## src/rtl/tpu_pkg.sv

```systemverilog
// Shared constants and FSM encoding for the TPU output collector.
package tpu_pkg;

  localparam int unsigned LANE_W        = 16;
  localparam int unsigned LANES         = 3;
  localparam int unsigned BYTE_W        = 8;
  localparam int signed   DEF_THRESHOLD = 2;
  localparam int unsigned DEF_DEPTH     = 8;

  typedef enum logic [1:0] {
    ST_IDLE = 2'd0,
    ST_RUN  = 2'd1,
    ST_DONE = 2'd2
  } state_e;

endpackage

```

## src/rtl/tpu_lane_clip.sv

```systemverilog
// Combinational per-lane threshold/ReLU followed by unsigned 8-bit saturation.
module tpu_lane_clip
  import tpu_pkg::*;
#(
  parameter int signed THRESHOLD = DEF_THRESHOLD
) (
  input  logic signed [LANE_W-1:0] lane_i,
  output logic        [BYTE_W-1:0] byte_o,
  output logic                     sat_hi_o
);

  localparam logic signed [LANE_W-1:0] THR      = LANE_W'(THRESHOLD);
  localparam logic signed [LANE_W-1:0] BYTE_MAX = LANE_W'(255);

  always_comb begin
    byte_o   = lane_i[BYTE_W-1:0];
    sat_hi_o = 1'b0;
    if (lane_i < THR) begin
      byte_o = '0;
    end else if (lane_i > BYTE_MAX) begin
      byte_o   = '1;
      sat_hi_o = 1'b1;
    end
  end

endmodule

```

## src/rtl/tpu_out_collector.sv

```systemverilog
// Result collector: lane clip, 24-bit pack, show-ahead FIFO and frame FSM.
// Optional clip statistics counter is built when TPU_OUT_STATS_EN is defined.
module tpu_out_collector
  import tpu_pkg::*;
#(
  parameter int unsigned FRAME_LEN = 9,
  parameter int signed   THRESHOLD = DEF_THRESHOLD,
  parameter int unsigned DEPTH     = DEF_DEPTH
) (
  input  logic                       caravel_wb_clk_i,
  input  logic                       caravel_wb_rst_i,
  input  logic                       start,
  input  logic                       in_valid,
  input  logic [LANES*LANE_W-1:0]    in_data,
  output logic                       in_ready,
  input  logic                       rd_en,
  output logic                       rd_valid,
  output logic [LANES*BYTE_W-1:0]    rd_data,
  output logic [3:0]                 count,
  output logic                       frame_done,
  output logic                       overflow,
  output logic [15:0]                clip_cnt
);

  localparam int unsigned AW      = $clog2(DEPTH);
  localparam int unsigned WORD_W  = LANES * BYTE_W;
  localparam logic [AW:0] PTR_ONE = 1;
  localparam logic [7:0]  FLEN    = 8'(FRAME_LEN);

  state_e            state_q, state_d;
  logic [AW:0]       wr_ptr_q, wr_ptr_d, rd_ptr_q, rd_ptr_d;
  logic [7:0]        beat_q, beat_d;
  logic              ovf_q, ovf_d;
  logic [WORD_W-1:0] mem_q [DEPTH];
  logic [WORD_W-1:0] word;
  logic [LANES-1:0]  sat_hi;
  logic              full, empty, push, pop;

  for (genvar g = 0; g < LANES; g++) begin : g_lane
    tpu_lane_clip #(.THRESHOLD(THRESHOLD)) u_clip (
      .lane_i  (in_data[g*LANE_W +: LANE_W]),
      .byte_o  (word[g*BYTE_W +: BYTE_W]),
      .sat_hi_o(sat_hi[g])
    );
  end

  assign empty = (wr_ptr_q == rd_ptr_q);
  assign full  = (wr_ptr_q[AW] != rd_ptr_q[AW]) &&
                 (wr_ptr_q[AW-1:0] == rd_ptr_q[AW-1:0]);

  // Space check uses pre-pop occupancy: a same-cycle pop never frees a slot.
  assign in_ready   = (state_q == ST_RUN) && !full;
  assign push       = in_valid && in_ready;
  assign pop        = rd_en && !empty;
  assign rd_valid   = !empty;
  assign rd_data    = empty ? '0 : mem_q[rd_ptr_q[AW-1:0]];
  assign count      = 4'(wr_ptr_q - rd_ptr_q);
  assign frame_done = (state_q == ST_DONE);
  assign overflow   = ovf_q;

  always_comb begin
    state_d  = state_q;
    beat_d   = beat_q;
    ovf_d    = ovf_q;
    wr_ptr_d = push ? wr_ptr_q + PTR_ONE : wr_ptr_q;
    rd_ptr_d = pop  ? rd_ptr_q + PTR_ONE : rd_ptr_q;
    unique case (state_q)
      ST_IDLE, ST_DONE: begin
        if (start) begin
          state_d = ST_RUN;
          beat_d  = '0;
          ovf_d   = 1'b0;
        end
      end
      ST_RUN: begin
        if (push) begin
          beat_d = beat_q + 8'd1;
          if (beat_d == FLEN) state_d = ST_DONE;
        end else if (in_valid) begin
          ovf_d = 1'b1;
        end
      end
      default: state_d = ST_IDLE;
    endcase
  end

  always_ff @(posedge caravel_wb_clk_i) begin
    if (caravel_wb_rst_i) begin
      state_q  <= ST_IDLE;
      wr_ptr_q <= '0;
      rd_ptr_q <= '0;
      beat_q   <= '0;
      ovf_q    <= 1'b0;
    end else begin
      state_q  <= state_d;
      wr_ptr_q <= wr_ptr_d;
      rd_ptr_q <= rd_ptr_d;
      beat_q   <= beat_d;
      ovf_q    <= ovf_d;
    end
  end

  always_ff @(posedge caravel_wb_clk_i) begin
    if (push) mem_q[wr_ptr_q[AW-1:0]] <= word;
  end

`ifdef TPU_OUT_STATS_EN
  localparam int unsigned NW = $clog2(LANES + 1);

  logic [15:0]   clip_q, clip_d;
  logic [NW-1:0] nsat;
  logic [16:0]   clip_sum;

  always_comb begin
    nsat = '0;
    for (int unsigned i = 0; i < LANES; i++) begin
      nsat = nsat + NW'(sat_hi[i]);
    end
    clip_sum = {1'b0, clip_q} + 17'(nsat);
    clip_d   = clip_q;
    if (start && (state_q != ST_RUN)) begin
      clip_d = '0;
    end else if (push) begin
      clip_d = clip_sum[16] ? '1 : clip_sum[15:0];
    end
  end

  always_ff @(posedge caravel_wb_clk_i) begin
    if (caravel_wb_rst_i) clip_q <= '0;
    else                  clip_q <= clip_d;
  end

  assign clip_cnt = clip_q;
`else
  logic unused_sat;
  assign unused_sat = ^sat_hi;
  assign clip_cnt   = '0;
`endif

endmodule

```

## config.mk

```make
export PLATFORM = sky130hd
export DESIGN_NAME = tpu_out_collector
export DESIGN_NICKNAME = d
export VERILOG_FILES = /design/src/rtl/tpu_pkg.sv /design/src/rtl/tpu_lane_clip.sv /design/src/rtl/tpu_out_collector.sv
export SDC_FILE = /design/constraint.sdc
export NUM_CORES = 1
export LEC_CHECK = 0
export BUFFER_PORTS_ARGS = -buffer_cell sky130_fd_sc_hd__buf_2
export CORE_ASPECT_RATIO = 0.8
export CORE_MARGIN = 5
export CORE_UTILIZATION = 53
export CTS_CLUSTER_DIAMETER = 150
export DETAILED_ROUTE_END_ITERATION = 10
export PLACE_DENSITY = 0.84
export REMOVE_ABC_BUFFERS = 1
export SETUP_SLACK_MARGIN = 0.02
export SLEW_MARGIN = 20
export SYNTH_ARGS = -nofsm -noshare
export SYNTH_HDL_FRONTEND = slang
export SYNTH_HIERARCHICAL = 1
export SYNTH_SLANG_ARGS = --single-unit
```

## constraint.sdc

```tcl
create_clock -name caravel_wb_clk_i -period 3.8 [get_ports caravel_wb_clk_i]
set_input_delay 0.19 -clock caravel_wb_clk_i [delete_from_list [all_inputs] [get_ports caravel_wb_clk_i]]
set_output_delay 0.19 -clock caravel_wb_clk_i [all_outputs]
set_load 0.02 [all_outputs]
```

## Word level (Yosys, flattened, before mapping)

Memories as Yosys holds them, arrays and structs flattened. A register that Yosys moved wholly into a read port is not among the register bits.
Cells that the tools add are included.

- Add/sub/neg operators: 4
- Multipliers: 0
- Div/mod/pow operators: 0
- Order comparisons: 6
- Equal/unequal tests: 11
- Shift operators: 0
- Multiplexer cells: 22
- Bitwise gates (word level): 0
- Reductions and logical operators: 12

Operator list:

| operator | number |
|---|---|
| $mux 8 | 8 |
| $gt 16x9->1 const B | 3 |
| $lt 16x3->1 const B | 3 |
| $mux 24 | 1 |
| $pmux 8 s2 | 1 |
| $add 4x1->4 const B | 2 |
| $add 8x1->8 const B | 1 |
| $eq 8x4->1 const B | 1 |
| $ne 2x2->1 const B | 4 |
| $mux 2 | 3 |
| $mux 3 | 2 |
| $reduce_and 3->1 | 2 |
| $mux 1 | 5 |
| $eq 4x4->1 | 1 |
| $logic_and 1x1->1 | 4 |
| $pmux 2 s2 | 1 |
| $reduce_and 4->1 | 1 |
| $sub 4x4->4 | 1 |
| $eq 3x3->1 | 1 |
| $eq 2x1->1 const B | 1 |
| $eq 2x2->1 const B | 1 |
| $logic_not 1->1 | 2 |
| $logic_not 2->1 | 1 |
| $ne 2x1->1 const B | 1 |
| 4 further kinds | 4 |

- Bits in registers: 19
- Bits in latches: 0
- RAM bits: 192
- ROM bits: 0
- Input bits: 53
- Output and inout bits: 48
- Word-level logic and storage cells: 61
- Memories: 1

Memory list:

| name | depth | width | read ports | clocked after memory_dff | write ports | RTL line | text |
|---|---|---|---|---|---|---|---|
| mem_q | 8 | 24 | 1 | 1 | 1 | tpu_out_collector.sv:34 | `logic [WORD_W-1:0] mem_q [DEPTH];` |

## Longest topological paths before layout

- Depth after elaboration: 7
- Mapped depth: 8
- Gate-level depth less buffers: 6

## Cells and area by module

The synthesis kept the hierarchy.

Modules (own cells, without submodules):

| module | instances | cells each | area an instance (um^2) |
|---|---|---|---|
| tpu_out_collector | 1 | 475 | 8727.1 |
| tpu_lane_clip | 3 | 24 | 178.9 |

## Worst setup path after synthesis

OpenSTA, ideal clock, no wires.

- Path type: reg-to-reg
- From: reg wr_ptr_q[0]
- To: mem mem_q[1][0] in the netlist's numbering (enable)
- Setup time: 466 ps
- Arrival time: 3725 ps
- Path slack: -391 ps
- Cell stages (with the launch flop): 8
- Period minus slack after synthesis: 4191 ps
- Cells stage by stage: dfxtp_1 clkbuf_1 inv_1 ha_1 nand3_1 o21ai_2 buf_6 nor4_1

- Cells in the longest elaborated chain, start to end: 7

Ends and longest elaborated chain:

| element | RTL line | text |
|---|---|---|
| start, declared | tpu_out_collector.sv:31 | `logic [AW:0] wr_ptr_q, wr_ptr_d, rd_ptr_q, rd_ptr_d;` |
| start signal, assigned | tpu_out_collector.sv:96 | `wr_ptr_q <= wr_ptr_d;` |
| $eq 3x3->1 | tpu_out_collector.sv:49 | `(wr_ptr_q[AW-1:0] == rd_ptr_q[AW-1:0]);` |
| $logic_and 1x1->1 | tpu_out_collector.sv:48 | `assign full = (wr_ptr_q[AW] != rd_ptr_q[AW]) &&` |
| $logic_not 1->1 | tpu_out_collector.sv:52 | `assign in_ready = (state_q == ST_RUN) && !full;` |
| $logic_and 1x1->1 | tpu_out_collector.sv:52 |  |
| $logic_and 1x1->1 | tpu_out_collector.sv:53 | `assign push = in_valid && in_ready;` |
| $mux 1 | tpu_out_collector.sv:104 | `if (push) mem_q[wr_ptr_q[AW-1:0]] <= word;` |
| $mux 1 (implied by the code) | tpu_out_collector.sv:104 |  |
| end, declared | tpu_out_collector.sv:34 |  |

Parallel ways exist; a longest one is shown, timed or not.

## Worst setup path in the final report

- From: reg wr_ptr_q[0]
- To: out rd_data[6]

- Cells in the longest elaborated chain, start to end: 2

Ends and longest elaborated chain:

| element | RTL line | text |
|---|---|---|
| $eq 4x4->1 | tpu_out_collector.sv:47 | `assign empty = (wr_ptr_q == rd_ptr_q);` |
| $mux 24 | tpu_out_collector.sv:56 | `assign rd_data = empty ? '0 : mem_q[rd_ptr_q[AW-1:0]];` |
| end, declared | tpu_out_collector.sv:18 | `output logic [LANES*BYTE_W-1:0] rd_data,` |

No other way between the ends.

==> qor.csv <==
stage;metric;value;unit
grt;Remaining Overflow, GRT;0;
die;die area;20220;sq um
die;I/O pin cnt;101;
placed_design;DP Cell Count;837;
pwr;PD cells;515.3;nW/um^2
grt;Overall Global Routing Usage;19.28;%
die;Rows;43;
drt;DRC;0;
layout;Finished Layout Cells;873;
timing;skew final;0.008795;ns
layout;area grow syn2layout;14.60;%
placed_design;IO buf count;84;
status;status;finished clean;
die;DIE HEIGHT;128.2;microns
drt;drt total wl;19140;microns
synth;post-synthesis average cell area;17.01;sq um
placed_design;Final GP Congestion;0.9089;
clock_tree;H-tree levels;1;
layout;proportion of layout cells with a drive suffix above 1;35.03;%
clock_tree;# resized after CTS;0;
pwr;Power Internal;0.004199;W
clock_tree;clock root buffer;clkbuf_16;
drt;WL/cell;21.92;microns
pwr;Seq pwr share;48.8;%
clock_tree;worst-skew pair later-pin latency;0.49;ns
drt;post-route ant nets;0;
worst_setup_path;delay of the slowest critical-path stage;0.62;ns
worst_setup_path;Crit Path Category;flip-flop to output pin;
pwr;Peak VDD IR;0.2999;mV
timing;RSZ-0062 raised after global routing;false;
clock_tree;total CTS buffers;20;
pwr;P_leak;3.482;nW
timing;max_slew headroom;36.40;%
grt;initial antenna violation count;0;
pwr;clock share of power;40.0;%
die;Die Span X;157.7;microns
layout;area of the multi-input gates;2795;sq um
clock_tree;CTS tree;built;
die;Core Area;17270;sq um
timing;Final setup viols;0;
synth;Syn Inst Count;544;
pwr;Sw Share;23.14;%
drt;TritonRoute pass-1 iters;5;
drt;via count;5080;
layout;filler cell count;1205;
grt;first-pass GRT wire length;30040;microns
timing;fin crit period;3.246;ns
hold_path;Hold Crit Class;input pin to flip-flop;
clock_tree;CTS sink count;214;
synth;Cell Area, Synth;9253;sq um
timing;FMAX;0.3081;GHz
layout;Sequential Area;6211;sq um
drt;initial drt markers;490;
pwr;combinational share of power;11.2;%
run;Max-Cap Viols;0;
clock_tree;Bufs on Longest Clock Path;3;
placed_design;hpwl dp;12390;microns
timing;final hold violations;0;
worst_setup_path;Critical Path AT;3.06;ns
timing;final slew viol count;0;
timing;Slew @ Worst Pin;0.9540;ns
die;initial core utilization;53.58;%
worst_setup_path;Data required, critical path;3.61;ns
worst_setup_path;crit path launch type;flip-flop;
grt;largest net degree at the start of global routing;49;
worst_setup_path;Slowest cell on crit path;nor2_2;
pwr;sw power;0.001265;W
worst_setup_path;worst-path fanout max;13;
worst_setup_path;CP Capture Type;output pin;
clock_tree;CTS clk-pin slew, worst paths;0.06;ns
timing;Hold Slack;0.1012;ns
grt;vias in the first global route;5336;
synth;yosys synthesis warning count;6;
layout;Ant. Diodes;0;
timing;post-route clock period utilization;85.41;%
layout;fin nets;696;
drt;Vias/cell;5.819;
worst_setup_path;crit path cell chain;inv_1 -> ha_1 -> nand3_1 -> nor2_2 -> buf_4 -> nor2_1 -> buf_2;
==> power groups by stage <==
stage	registers, W	logic [W]	clock network (W)
after floorplan	0.00270	0.000411	0
after global placement	0.00272	0.000592	0
after detailed placement	0.00272	0.000613	0
after CTS	0.00267	0.000619	0.00221
after global routing	0.00268	0.000664	0.00231
final	0.00267	0.000615	0.00218
==> state kept, by name, indices dropped and copies added, names as in the netlist, named ones only <==
signal / flops
rd_ptr_q: 4
overflow: 1
beat_q: 8
wr_ptr_q: 4
state_q: 2
mem_q: 192
==> per-stage QoR <==
| step | setup TNS, ns | setup slack (ns) | total power, W | util, % | cell area [sq um] |
|---|---|---|---|---|---|
| detailed placement | 0 | 0.9711 | 0.003336 | 57.15 | 9869 |
| CTS | 0 | 0.5454 | 0.005500 | 61.40 | 10600 |
| global route | 0 | 0.3853 | 0.005659 | 61.40 | 10600 |
| finish | 0 | 0.5545 | 0.005464 | 61.40 | 10600 |
| global placement | 0 | 1.164 | 0.003312 | 57.15 | 9869 |
| floorplan | -23.44 | -0.2442 | 0.003111 | - | 8995 |
==> worst max-delay path, delay by kind of cell (launching register included) <==
kind / cells / cell delay, ns
buf+inv: 3 / 0.69
fa+ha+maj: 1 / 0.38
simple gates: 3 / 0.97
flops: 1 / 0.53
==> layout make-up <==
| cell class | instances | area share [%] |
|---|---|---|
| Inverter | 13 | 0.4602 |
| Tap cell | 225 | 2.655 |
| Clock inverter | 13 | 1.841 |
| Multi-Input combinational cell | 286 | 26.36 |
| Clock buffer | 22 | 4.991 |
| Sequential cell | 214 | 58.57 |
| Timing Repair Buffer | 100 | 5.121 |
==> timing repair <==
| action | in CTS | in global routing |
|---|---|---|
| setup endpoints to repair | 0 | 0 |
| endpoints found under the hold margin | 1 | 0 |
| hold buffers | 1 | 0 |
| buffers inserted | 0 | 0 |
==> per-layer routing <==
layer	track usage [%]	share of wire (%)	up-vias
met5	0	0	-
met4	4.350	2.2	0
met3	3.510	6.9	35
met2	32.94	51	178
met1	26.10	40	2588
li1	-	-	2279
==> worst paths after layout <==
check / startpoint / endpoint / slack [ns] / depth (start not counted)
worst max-delay path: wr_ptr_q[0]$_SDFFE_PP0P_ / rd_data[6] / 0.55 / 7
worst min register to register: overflow$_SDFFE_PP0P_ / overflow$_SDFFE_PP0P_ / 0.49 / 2
worst min-delay path: rd_en / rd_ptr_q[3]$_SDFFE_PP0P_ / 0.10 / 4
worst max register to register: wr_ptr_q[0]$_SDFFE_PP0P_ / mem_q[4][0]$_DFFE_PP_ / 0.95 / 7
==> layout by cell type (no fill, tap or decap), drive strengths merged, types with 4 or more instances in the layout <==
cell type  instances
a21oi              9
and3               4
buf               99
bufinv             5
clkbuf            22
clkinv             5
conb              16
dfxtp             22
edfxtp           192
ha                 7
inv               14
mux2i             25
mux4              48
nand2              8
nand2b             4
nand3              7
nor2              61
nor3              26
nor4               7
o211ai             4
o21ai              8
or4               13
xnor2              7
xor2               5
Power figures use the tool's default switching activity.
